## config.mk

```make
export PLATFORM = sky130hd
export DESIGN_NAME = control_sequencer
export DESIGN_NICKNAME = d
export VERILOG_FILES = /design/src/rtl/control_sequencer_pkg.sv /design/src/rtl/control_sequencer.sv
export SDC_FILE = /design/constraint.sdc
export NUM_CORES = 1
export LEC_CHECK = 0
export CORE_AREA = 2 2 59 61
export DETAILED_ROUTE_END_ITERATION = 8
export DIE_AREA = 0 0 61 63
export PLACE_DENSITY = 0.82
export RECOVER_POWER = 25
export SETUP_SLACK_MARGIN = 0.5
export SYNTH_ARGS = -nofsm -noshare
export SYNTH_HDL_FRONTEND = slang
export SYNTH_SLANG_ARGS = --single-unit
```

## constraint.sdc

```tcl
create_clock -name clk -period 4.6 [get_ports clk]
set_input_delay 0.92 -clock clk [delete_from_list [all_inputs] [get_ports clk]]
set_output_delay 0.92 -clock clk [all_outputs]
set_load 0.02 [all_outputs]
```

## src/rtl/control_sequencer_pkg.sv

```systemverilog
// Shared opcode configuration for the control sequencer and its users.
// ALU ops are the odd opcodes, so every named opcode here is even.
package control_sequencer_pkg;

  localparam logic [3:0] OPCODE_LOAD  = 4'b0010;
  localparam logic [3:0] OPCODE_STORE = 4'b0100;
  localparam logic [3:0] OPCODE_SET   = 4'b0110;
  localparam logic [3:0] OPCODE_DUP   = 4'b1000;
  localparam logic [3:0] OPCODE_HCF   = 4'b1110;

endpackage

```

## src/rtl/control_sequencer.sv

```systemverilog
// Multi-cycle instruction sequencer: accepts one opcode at a time and steps
// through execute, memory and write-back phases, driving the datapath strobes.
module control_sequencer
  import control_sequencer_pkg::*;
#(
  parameter int OPCODE_W    = 4,
  parameter int MEM_TIMEOUT = 15,
  parameter int CNT_W       = 16
) (
  input  logic                clk,
  input  logic                reset,
  input  logic                instr_valid,
  input  logic [OPCODE_W-1:0] opcode,
  output logic                instr_ready,
  input  logic                mem_ready,
  output logic                alu_enable,
  output logic                use_imm,
  output logic                mem_read,
  output logic                mem_write,
  output logic                reg_d_enable,
  output logic                pc_advance,
  output logic [2:0]          alu_func,
  output logic                halted,
  output logic                mem_fault,
  output logic [CNT_W-1:0]    retired
);

  typedef enum logic [2:0] {
    S_IDLE,
    S_EXEC,
    S_MEM,
    S_WB,
    S_HALT,
    S_FAULT
  } state_t;

  state_t              state, state_nxt;
  logic [OPCODE_W-1:0] op_q;
  logic [7:0]          wait_cnt, wait_cnt_nxt;
  logic [CNT_W-1:0]    retired_q;

  logic is_alu, is_load, is_store, is_set, is_dup, is_hcf, writes_reg;

  assign is_alu     = op_q[0];
  assign is_load    = (op_q == OPCODE_W'(OPCODE_LOAD));
  assign is_store   = (op_q == OPCODE_W'(OPCODE_STORE));
  assign is_set     = (op_q == OPCODE_W'(OPCODE_SET));
  assign is_dup     = (op_q == OPCODE_W'(OPCODE_DUP));
  assign is_hcf     = (op_q == OPCODE_W'(OPCODE_HCF));
  assign writes_reg = is_alu | is_load | is_set | is_dup;

  assign alu_func = op_q[3:1];
  assign retired  = retired_q;

  always_ff @(posedge clk) begin
    if (reset) begin
      state     <= S_IDLE;
      op_q      <= '0;
      wait_cnt  <= '0;
      retired_q <= '0;
    end else begin
      state    <= state_nxt;
      wait_cnt <= wait_cnt_nxt;
      if (state == S_IDLE && instr_valid)
        op_q <= opcode;
      if (pc_advance)
        retired_q <= retired_q + CNT_W'(1);
    end
  end

  // The wait counter only counts inside MEM; leaving MEM (or never entering it) clears it.
  always_comb begin
    state_nxt    = state;
    wait_cnt_nxt = '0;
    instr_ready  = 1'b0;
    alu_enable   = 1'b0;
    use_imm      = 1'b0;
    mem_read     = 1'b0;
    mem_write    = 1'b0;
    reg_d_enable = 1'b0;
    pc_advance   = 1'b0;
    halted       = 1'b0;
    mem_fault    = 1'b0;

    case (state)
      S_IDLE: begin
        instr_ready = 1'b1;
        if (instr_valid)
          state_nxt = S_EXEC;
      end
      S_EXEC: begin
        alu_enable = is_alu;
        use_imm    = is_set;
        if (is_load || is_store)
          state_nxt = S_MEM;
        else if (is_hcf)
          state_nxt = S_HALT;
        else if (writes_reg)
          state_nxt = S_WB;
        else begin
          pc_advance = 1'b1;
          state_nxt  = S_IDLE;
        end
      end
      S_MEM: begin
        mem_read  = is_load;
        mem_write = is_store;
        if (mem_ready) begin
          if (is_load)
            state_nxt = S_WB;
          else begin
            pc_advance = 1'b1;
            state_nxt  = S_IDLE;
          end
        end else if (wait_cnt == 8'(MEM_TIMEOUT - 1))
          state_nxt = S_FAULT;
        else
          wait_cnt_nxt = wait_cnt + 8'd1;
      end
      S_WB: begin
        reg_d_enable = 1'b1;
        pc_advance   = 1'b1;
        use_imm      = is_set;
        state_nxt    = S_IDLE;
      end
      S_HALT:  halted    = 1'b1;
      S_FAULT: mem_fault = 1'b1;
      default: state_nxt = S_IDLE;
    endcase

    // While reset is held the datapath must see no activity, whatever the state.
    if (reset) begin
      instr_ready  = 1'b1;
      alu_enable   = 1'b0;
      use_imm      = 1'b0;
      mem_read     = 1'b0;
      mem_write    = 1'b0;
      reg_d_enable = 1'b0;
      pc_advance   = 1'b0;
    end
  end

endmodule

```

==> results of run 1 <==
-- cell type report --
type                    instances  area [um2]  share of cell area
multi-input cells             152       945.9              0.4596
flip-flops and latches         31       620.6              0.3015
repair buffers                 37       365.4              0.1775
well taps                      46       57.56             0.02796
clock buffers                   7       45.04             0.02188
inverters                       5       18.77            0.009119
clock inverters                 1       5.005            0.002432
-- routing by layer --
layer,global-route usage,vias to the layer above,share of wire
li1,-,790,-
met3,0.07246,2,0.046
met5,0,-,0
met2,0.2836,35,0.46
met1,0.2471,706,0.48
met4,0.05435,0,0.0061
-- stage by stage --
step	area [um2]	power [W]	util	hold WS (ps)	worst slack, ps
after detailed placement	2008	0.0004104	0.6214	474.5	1099
after floorplan	1683	0.0003850	-	449.1	1666
after global routing	2058	0.0005846	0.6369	526.1	966.1
final	2058	0.0005526	0.6369	490.9	1080
after global placement	2008	0.0004090	0.6214	469.5	1128
after CTS	2058	0.0005584	0.6369	495.3	1085
-- power by group through the flow --
stage	Clock (W)	Sequential, W	Combinational [W]
6_report	0.000148	0.000299	0.000106
5_1_grt	0.000167	0.000302	0.000115
4_1_cts	0.000154	0.000298	0.000106
3_5_place_dp	0	0.000305	0.000106
2_1_floorplan	0	0.000293	0.0000919
3_3_place_gp	0	0.000304	0.000105
-- registers in the layout, indices dropped and copies added (netlist names) --
signal,flops
retired,16
wait_cnt,8
op_q,4
state,3
-- cells by family (layout without fill, tap and decap cells) --
group	after synthesis	in the layout	synth area share
DFF	31	31	0.3688
AOI/OAI and AO/OA	43	43	0.1643
xor gates and xnor gates	8	8	0.04164
muxes	5	5	0.02974
and+or+nand+nor	93	93	0.3041
adders and majority gates	3	3	0.02231
buffers and inverters	21	50	0.06914
-- critical path, stage by stage --
cell and delay [ps]:
clkdlybuf4s50_1 420, nor2_1 240, nand4b_1 170, nor3b_1 220
clkdlybuf4s50_1 630
-- synth_stat cells, drive strengths merged (2+ instances only) --
master / count / area share
nor2b: 2 / 0.0074
and2: 4 / 0.015
xor2: 6 / 0.031
dfxtp: 31 / 0.37
nand4: 4 / 0.015
buf: 8 / 0.040
nand2: 10 / 0.022
nand4b: 2 / 0.010
nand3: 14 / 0.042
inv: 5 / 0.011
ha: 3 / 0.022
a2111oi: 2 / 0.022
or4: 3 / 0.013
mux2i: 5 / 0.030
or2: 3 / 0.013
clkbuf: 8 / 0.018
xnor2: 2 / 0.010
nor2: 21 / 0.047
a21oi: 17 / 0.051
o31ai: 3 / 0.013
o21ai: 14 / 0.042
and3: 4 / 0.015
nand2b: 2 / 0.0074
or3: 11 / 0.041
nor3: 5 / 0.015
a211oi: 3 / 0.013
and4: 2 / 0.010
nor3b: 2 / 0.0089
-- path summary, 6_finish.rpt --
kind / end / cells past startpoint / startpoint / slack, ps
max: mem_write / 5 / reset / 1080
min reg2reg: wait_cnt[0] / 1 / wait_cnt[0] / 490
min: wait_cnt[0] / 1 / wait_cnt[0] / 490
max reg2reg: retired[9] / 6 / state[0] / 2430
==> impl_metrics.ini, run 1 <==
[outcome]
status = complete, no violations

[clock_network]
cts_root_buf = clkbuf_4
post_cts_buffers = 0
clk_pin_slew_worst_paths_ps = 90
clk_latency_ps = 330
cts_tree = yes
clock_path_buffers = 2
cts-resized-gates = 0
numCtsBuffers = 5
cts_hold_buf = 0
cts_max_level = 2
clkSinkCount = 31

[power]
powerDensity_nw_per_um2 = 268.5
internal-power_w = 0.0003861
p_seq_frac = 0.541
ir_worst_vdd_v = 0.0001867
swShare = 0.3013
p_comb_frac = 0.191
power.switching_w = 0.0001665
p_clk_frac = 0.268
p_leak_nw = 0.6752

[finish]
fill_cells = 289
area_delta_synth_final_pct = 22.30
drive_above_1_share = 0.05150
antennaDiodeCount = 0
final_common_cell = clkdlybuf4s50_1
layout.cells.non_filler = 279
fin_nets = 243
mostFrequentLayoutCells = clkdlybuf4s50_1 (33), dfxtp_1 (31), nor2_1 (21)

[drt]
drc = 0
antenna_left = 0
routedWlPerCell_um = 12.39
drt_iter0_markers = 120
drt-pass1-iter-count = 4
vias_per_cell = 5.495
vias = 1533
routed_wl_um = 3458

[placement]
dp_cells = 271
dp_hpwl_um = 2430
port_buffers = 35
gp_congestion = 0.8451

[logic_synthesis]
syn_nets = 215
synth_seq_area_share = 0.3688
yosysWarningCount = 0
synthesis.area_um2 = 1683
ys_types = 39
synth-main-ff-cell = dfxtp_1
synth_cells = 204
ys_ff_latch = 31
async_flop_share = 0
synth_edf_count = 0
avgSynthCellArea_um2 = 8.249

[worst_setup_path]
critical_path_peak_fanout = 5
startpoint_type = input pin
required_ps = 3680
critPathArrivalTime_ps = 2600
crit_type = input pin to output port
endpoint_kind = output port

[timing]
period_needed_ps = 3520
fmax_mhz = 284.1
post-route-period-util = 0.7653
worstMarginPinSlew_ps = 484.3
slew_headroom = 0.6772
setup_viol = 0
skew_ps = 8.445
hold_viol_final = 0
grt_setup_unrepaired = no
final_max_slew_viol_count = 0
setup-tns-final_ps = 0

[grt]
grt_pass1_wl_um = 5526
grt_antenna_before_repair = 0
grt_use_total = 0.1882
grt_pass1_vias = 1252
grt_overflow = 0
grt_max_degree = 31

[floorplanning]
io_pins = 36
die_w_um = 61
initial_core_util = 0.5207
std_cell_rows = 21
die-area_um2 = 3843
coreArea_um2 = 3232
die_y_um = 63

[run]
maxCapViolations = 0

[hold_path]
worstHoldPathType = flip-flop to flip-flop
(Power assumes the default switching activity.)
==> inputs of run 2 (changes only) <==
- CORE_AREA: 2 2 59 61 -> 2 2 62 64
- DIE_AREA: 0 0 61 63 -> 0 0 64 66
- PLACE_DENSITY: 0.82 -> 0.75
- clock period: 4.6 -> 3.4 ns (I/O delays scaled with it)
==> impl_metrics.ini, run 2 (synthesis results as in run 1) <==
[outcome]
status = complete, no violations

[power]
swShare = 0.2908
internal-power_w = 0.0005640
powerDensity_nw_per_um2 = 378.5
p_seq_frac = 0.505
power.switching_w = 0.0002313
p_comb_frac = 0.185
p_clk_frac = 0.310
p_leak_nw = 0.7687
ir_worst_vdd_v = 0.0001913

[finish]
final_common_cell = dfxtp_1
mostFrequentLayoutCells = dfxtp_1 (30), clkdlybuf4s50_1 (25), nor2_1 (20)
area_delta_synth_final_pct = 24.83
fin_nets = 244
antennaDiodeCount = 0
multi_input_area_um2 = 949.7
regArea_um2 = 621.8
fill_cells = 342
drive_above_1_share = 0.06838
largest_reg_flops = 16

[clock_network]
clk_latency_ps = 330
cts_hold_buf = 0
cts-resized-gates = 5
cts_max_level = 2
cts_tree = yes
cts_root_buf = clkbuf_4
clock_path_buffers = 2
clkSinkCount = 31
numCtsBuffers = 5
clk_pin_slew_worst_paths_ps = 80
post_cts_buffers = 0

[timing]
slew_headroom = 0.6763
fin_ws_ps = 540.1
final_max_slew_viol_count = 0
setup_viol = 0
skew_ps = 17.36
setup-tns-final_ps = 0
post-route-period-util = 0.8411
hold_viol_final = 0
period_needed_ps = 2860
worstMarginPinSlew_ps = 485.5
grt_setup_unrepaired = yes
fmax_mhz = 349.7

[drt]
drt-pass1-iter-count = 4
antenna_left = 0
vias = 1554
routed_wl_um = 3522
drt_iter0_markers = 106
drc = 0
vias_per_cell = 5.511
routedWlPerCell_um = 12.49

[grt]
grt_overflow = 0
grt_use_total = 0.1862
grt_pass1_vias = 1417
grt_max_degree = 31
grt_antenna_before_repair = 0
grt_pass1_wl_um = 6230

[floorplanning]
initial_core_util = 0.4739
std_cell_rows = 22
coreArea_um2 = 3551
die-area_um2 = 4224
die_y_um = 66
io_pins = 36
die_w_um = 64

[worst_setup_path]
r2r_setup_slack_ps = 1180
rr_worst_depth = 6
required_ps = 2720
critPathArrivalTime_ps = 2180
crit_type = input pin to output port
worstReg2RegStart = state[0]
startpoint_type = input pin
critical_path_peak_fanout = 26
worstReg2RegEnd = retired[5]
endpoint_kind = output port

[hold_path]
min-delay-start = retired[5]
min_to = retired[5]
holdPathStages = 2
worstHoldPathType = flip-flop to flip-flop

[run]
maxCapViolations = 0

[placement]
pre_cts_ws_ps = 343.5
port_buffers = 35
dp_hpwl_um = 2418
gp_congestion = 0.8018
[run 2: power by group through the flow]
stage,registers (W),logic (W),clock network [W]
detailed placement,0.000409,0.000147,0
global placement,0.000409,0.000147,0
CTS,0.000401,0.000148,0.000254
global route,0.000405,0.000162,0.000271
floorplan,0.000397,0.000124,0
finish,0.000402,0.000147,0.000247
[run 2: worst max-delay path: stages]
cell and delay (ps):
clkdlybuf4s50_1 510, buf_6 240, or2_2 150, clkdlybuf4s50_1 590
[run 2: layer usage]
layer  GRT usage  part of all wire  vias to the layer above
met2      0.2969              0.46                       37
li1            -                 -                      787
met4     0.06250             0.013                        0
met5           0                 0                        -
met1      0.2411              0.48                      726
met3     0.05281             0.051                        4
[run 2: worst max-delay path by stage]
stage,start,to,slack (ps)
CTS,reset,mem_read,520
finish,reset,instr_ready,540
global placement,reset,mem_write,350
floorplan,reset,mem_write,950
global route,reset,instr_ready,480
detailed placement,reset,mem_write,340
[run 2: per-stage QoR]
| stage | hold WS (ps) | area, um2 | std cells | utilization | total power [W] |
|---|---|---|---|---|---|
| after floorplan | 449.1 | 1683 | 204 | - | 0.0005209 |
| after global placement | 471.4 | 2018 | 274 | 0.5684 | 0.0005557 |
| after detailed placement | 482.3 | 2018 | 274 | 0.5684 | 0.0005563 |
| after CTS | 502.8 | 2092 | 282 | 0.5891 | 0.0008025 |
| after global routing | 524.8 | 2101 | 282 | 0.5916 | 0.0008378 |
| final | 498.4 | 2101 | 282 | 0.5916 | 0.0007952 |
[run 2: final cells by class]
class / count / area share
Timing Repair Buffer: 38 / 0.1817
Clock buffer: 8 / 0.03276
Tap cell: 48 / 0.02859
Inverter: 5 / 0.008934
Sequential cell: 31 / 0.2960
Multi-Input combinational cell: 152 / 0.4521
==> inputs of run 3 (changes only) <==
- CORE_AREA: 2 2 62 64 -> 2 2 65 67
- DIE_AREA: 0 0 64 66 -> 0 0 67 69
- PLACE_DENSITY: 0.75 -> 0.72
- clock period: 3.4 -> 2.3 ns (I/O delays scaled with it)
==> impl_metrics.ini, run 3 (synthesis results as in run 1) <==
[floorplanning]
die_w_um = 67
die_y_um = 69
initial_core_util = 0.4300
coreArea_um2 = 3914
die-area_um2 = 4623
std_cell_rows = 23
io_pins = 36

[timing]
slew_headroom = 0.7827
period_needed_ps = 2141
hold_viol_final = 0
final_max_slew_viol_count = 0
post-route-period-util = 0.9309
grt_setup_unrepaired = yes
skew_ps = 8.378
fmax_mhz = 467.1
worstMarginPinSlew_ps = 325.3
setup_viol = 0

[grt]
grt_overflow = 0
grt_antenna_before_repair = 0
use_met3 = 0.05057
top_usage_layer = met2
grt_use_total = 0.1962
grt_max_degree = 23
grt_pass1_wl_um = 7038
grt_util_met2 = 0.3036
grt_pass1_vias = 1508
grtUsageMet1 = 0.2510

[power]
swShare = 0.2707
power.switching_w = 0.0004081
powerDensity_nw_per_um2 = 640.2
p_comb_frac = 0.247
total_power_w = 0.001507
ir_worst_vdd_v = 0.0004076
p_clk_frac = 0.372
internal-power_w = 0.001099
p_leak_nw = 0.8959
p_seq_frac = 0.381

[drt]
drc = 0
drt-pass1-iter-count = 4
vias_per_cell = 5.497
drt_iter0_markers = 50
antenna_left = 0
routedWlPerCell_um = 13.94
vias = 1660
routed_wl_um = 4211

[placement]
dp_hpwl_um = 2612
dp_cells = 286
port_buffers = 35
gp_congestion = 0.8731

[clock_network]
clock_path_buffers = 2
clkSinkCount = 31
clk_latency_ps = 290
cts_root_buf = clkbuf_8
cts_max_level = 2
numCtsBuffers = 5
clk_pin_slew_worst_paths_ps = 70
cts_tree = yes

[hold_path]
worstHoldPathType = flip-flop to flip-flop

[worst_setup_path]
endpoint_kind = output port
crit_type = flip-flop to output port
critPathArrivalTime_ps = 1680
required_ps = 1840
critical_path_peak_fanout = 2
startpoint_type = flip-flop
r2r_setup_slack_ps = 160

[finish]
antennaDiodeCount = 0
mostFrequentLayoutCells = dfxtp_1 (27), nor2_1 (19), a21oi_1 (15)
drive_above_1_share = 0.2341
fin_nets = 262
largest_reg_flops = 16
layout.cells.non_filler = 302
area_delta_synth_final_pct = 39.93
final_common_cell = dfxtp_1

[outcome]
status = complete, no violations

[run]
maxCapViolations = 0
run 3: changes by cell type in the layout (fill, tap and decap cells not counted), sizes merged:
cell,previous run,this run
buf,3,30
clkdlybuf4s50,25,11
dlygate4sd2,2,9
dlygate4sd3,5,0
clkbuf,8,11
dlymetal6s2s,3,0
bufbuf,0,1
bufinv,0,1
clkinv,0,1
run 3: power groups by stage:
stage	logic (W)	clock network [W]	registers, W
floorplan	0.000195	0	0.000588
global placement	0.000274	0	0.000579
detailed placement	0.000276	0	0.000579
CTS	0.000351	0.000569	0.000569
global route	0.000404	0.000589	0.000576
finish	0.000373	0.000560	0.000574
run 3: per-stage QoR:
| step | setup TNS, ps | setup WS, ps | util | hold slack (ps) | instance area (um2) |
|---|---|---|---|---|---|
| after floorplan | 0 | 270.8 | - | 449.1 | 1725 |
| after global placement | -2045 | -302.1 | 0.5380 | 469.2 | 2106 |
| after detailed placement | -2153 | -312.7 | 0.5380 | 472.7 | 2106 |
| after CTS | 0 | 121.1 | 0.5975 | 487.0 | 2338 |
| after global routing | 0 | 64.95 | 0.6017 | 509.1 | 2355 |
| final | 0 | 159.0 | 0.6017 | 485.9 | 2355 |
run 3: worst max-delay path: stages (launching register included):
cell and delay [ps]:
dfxtp_1 310, or4b_4 540, a21oi_4 180, a2bb2oi_4 200
inv_4 40, buf_6 120
run 3: area by class of cell:
cell class	instances	area (um2)
fillers	374	1559
multi-input cells	152	1028
flip-flops and latches	31	625.6
repair buffers	56	499.2
clock buffers	6	82.58
well taps	50	62.56
clock inverters	2	35.03
inverters	5	21.27
run 3: repair_timing:
item	in CTS	in global routing
gates resized for setup	72	23
setup buffers	6	1
pin swaps	7	6
endpoints found under the setup margin	42	30
cloned	1	0
hold buffers	0	0
run 3: worst paths after layout:
check	from	end	cells after the start
max	op_q[2]	pc_advance	5
min	wait_cnt[0]	wait_cnt[0]	1
max reg2reg	state[2]	retired[9]	7
min reg2reg	wait_cnt[0]	wait_cnt[0]	1
run 3: metal layers:
metal | vias up | share of wire
met5 | - | 0
met4 | 0 | 0.029
met3 | 12 | 0.053
met2 | 40 | 0.48
met1 | 781 | 0.43
li1 | 827 | -
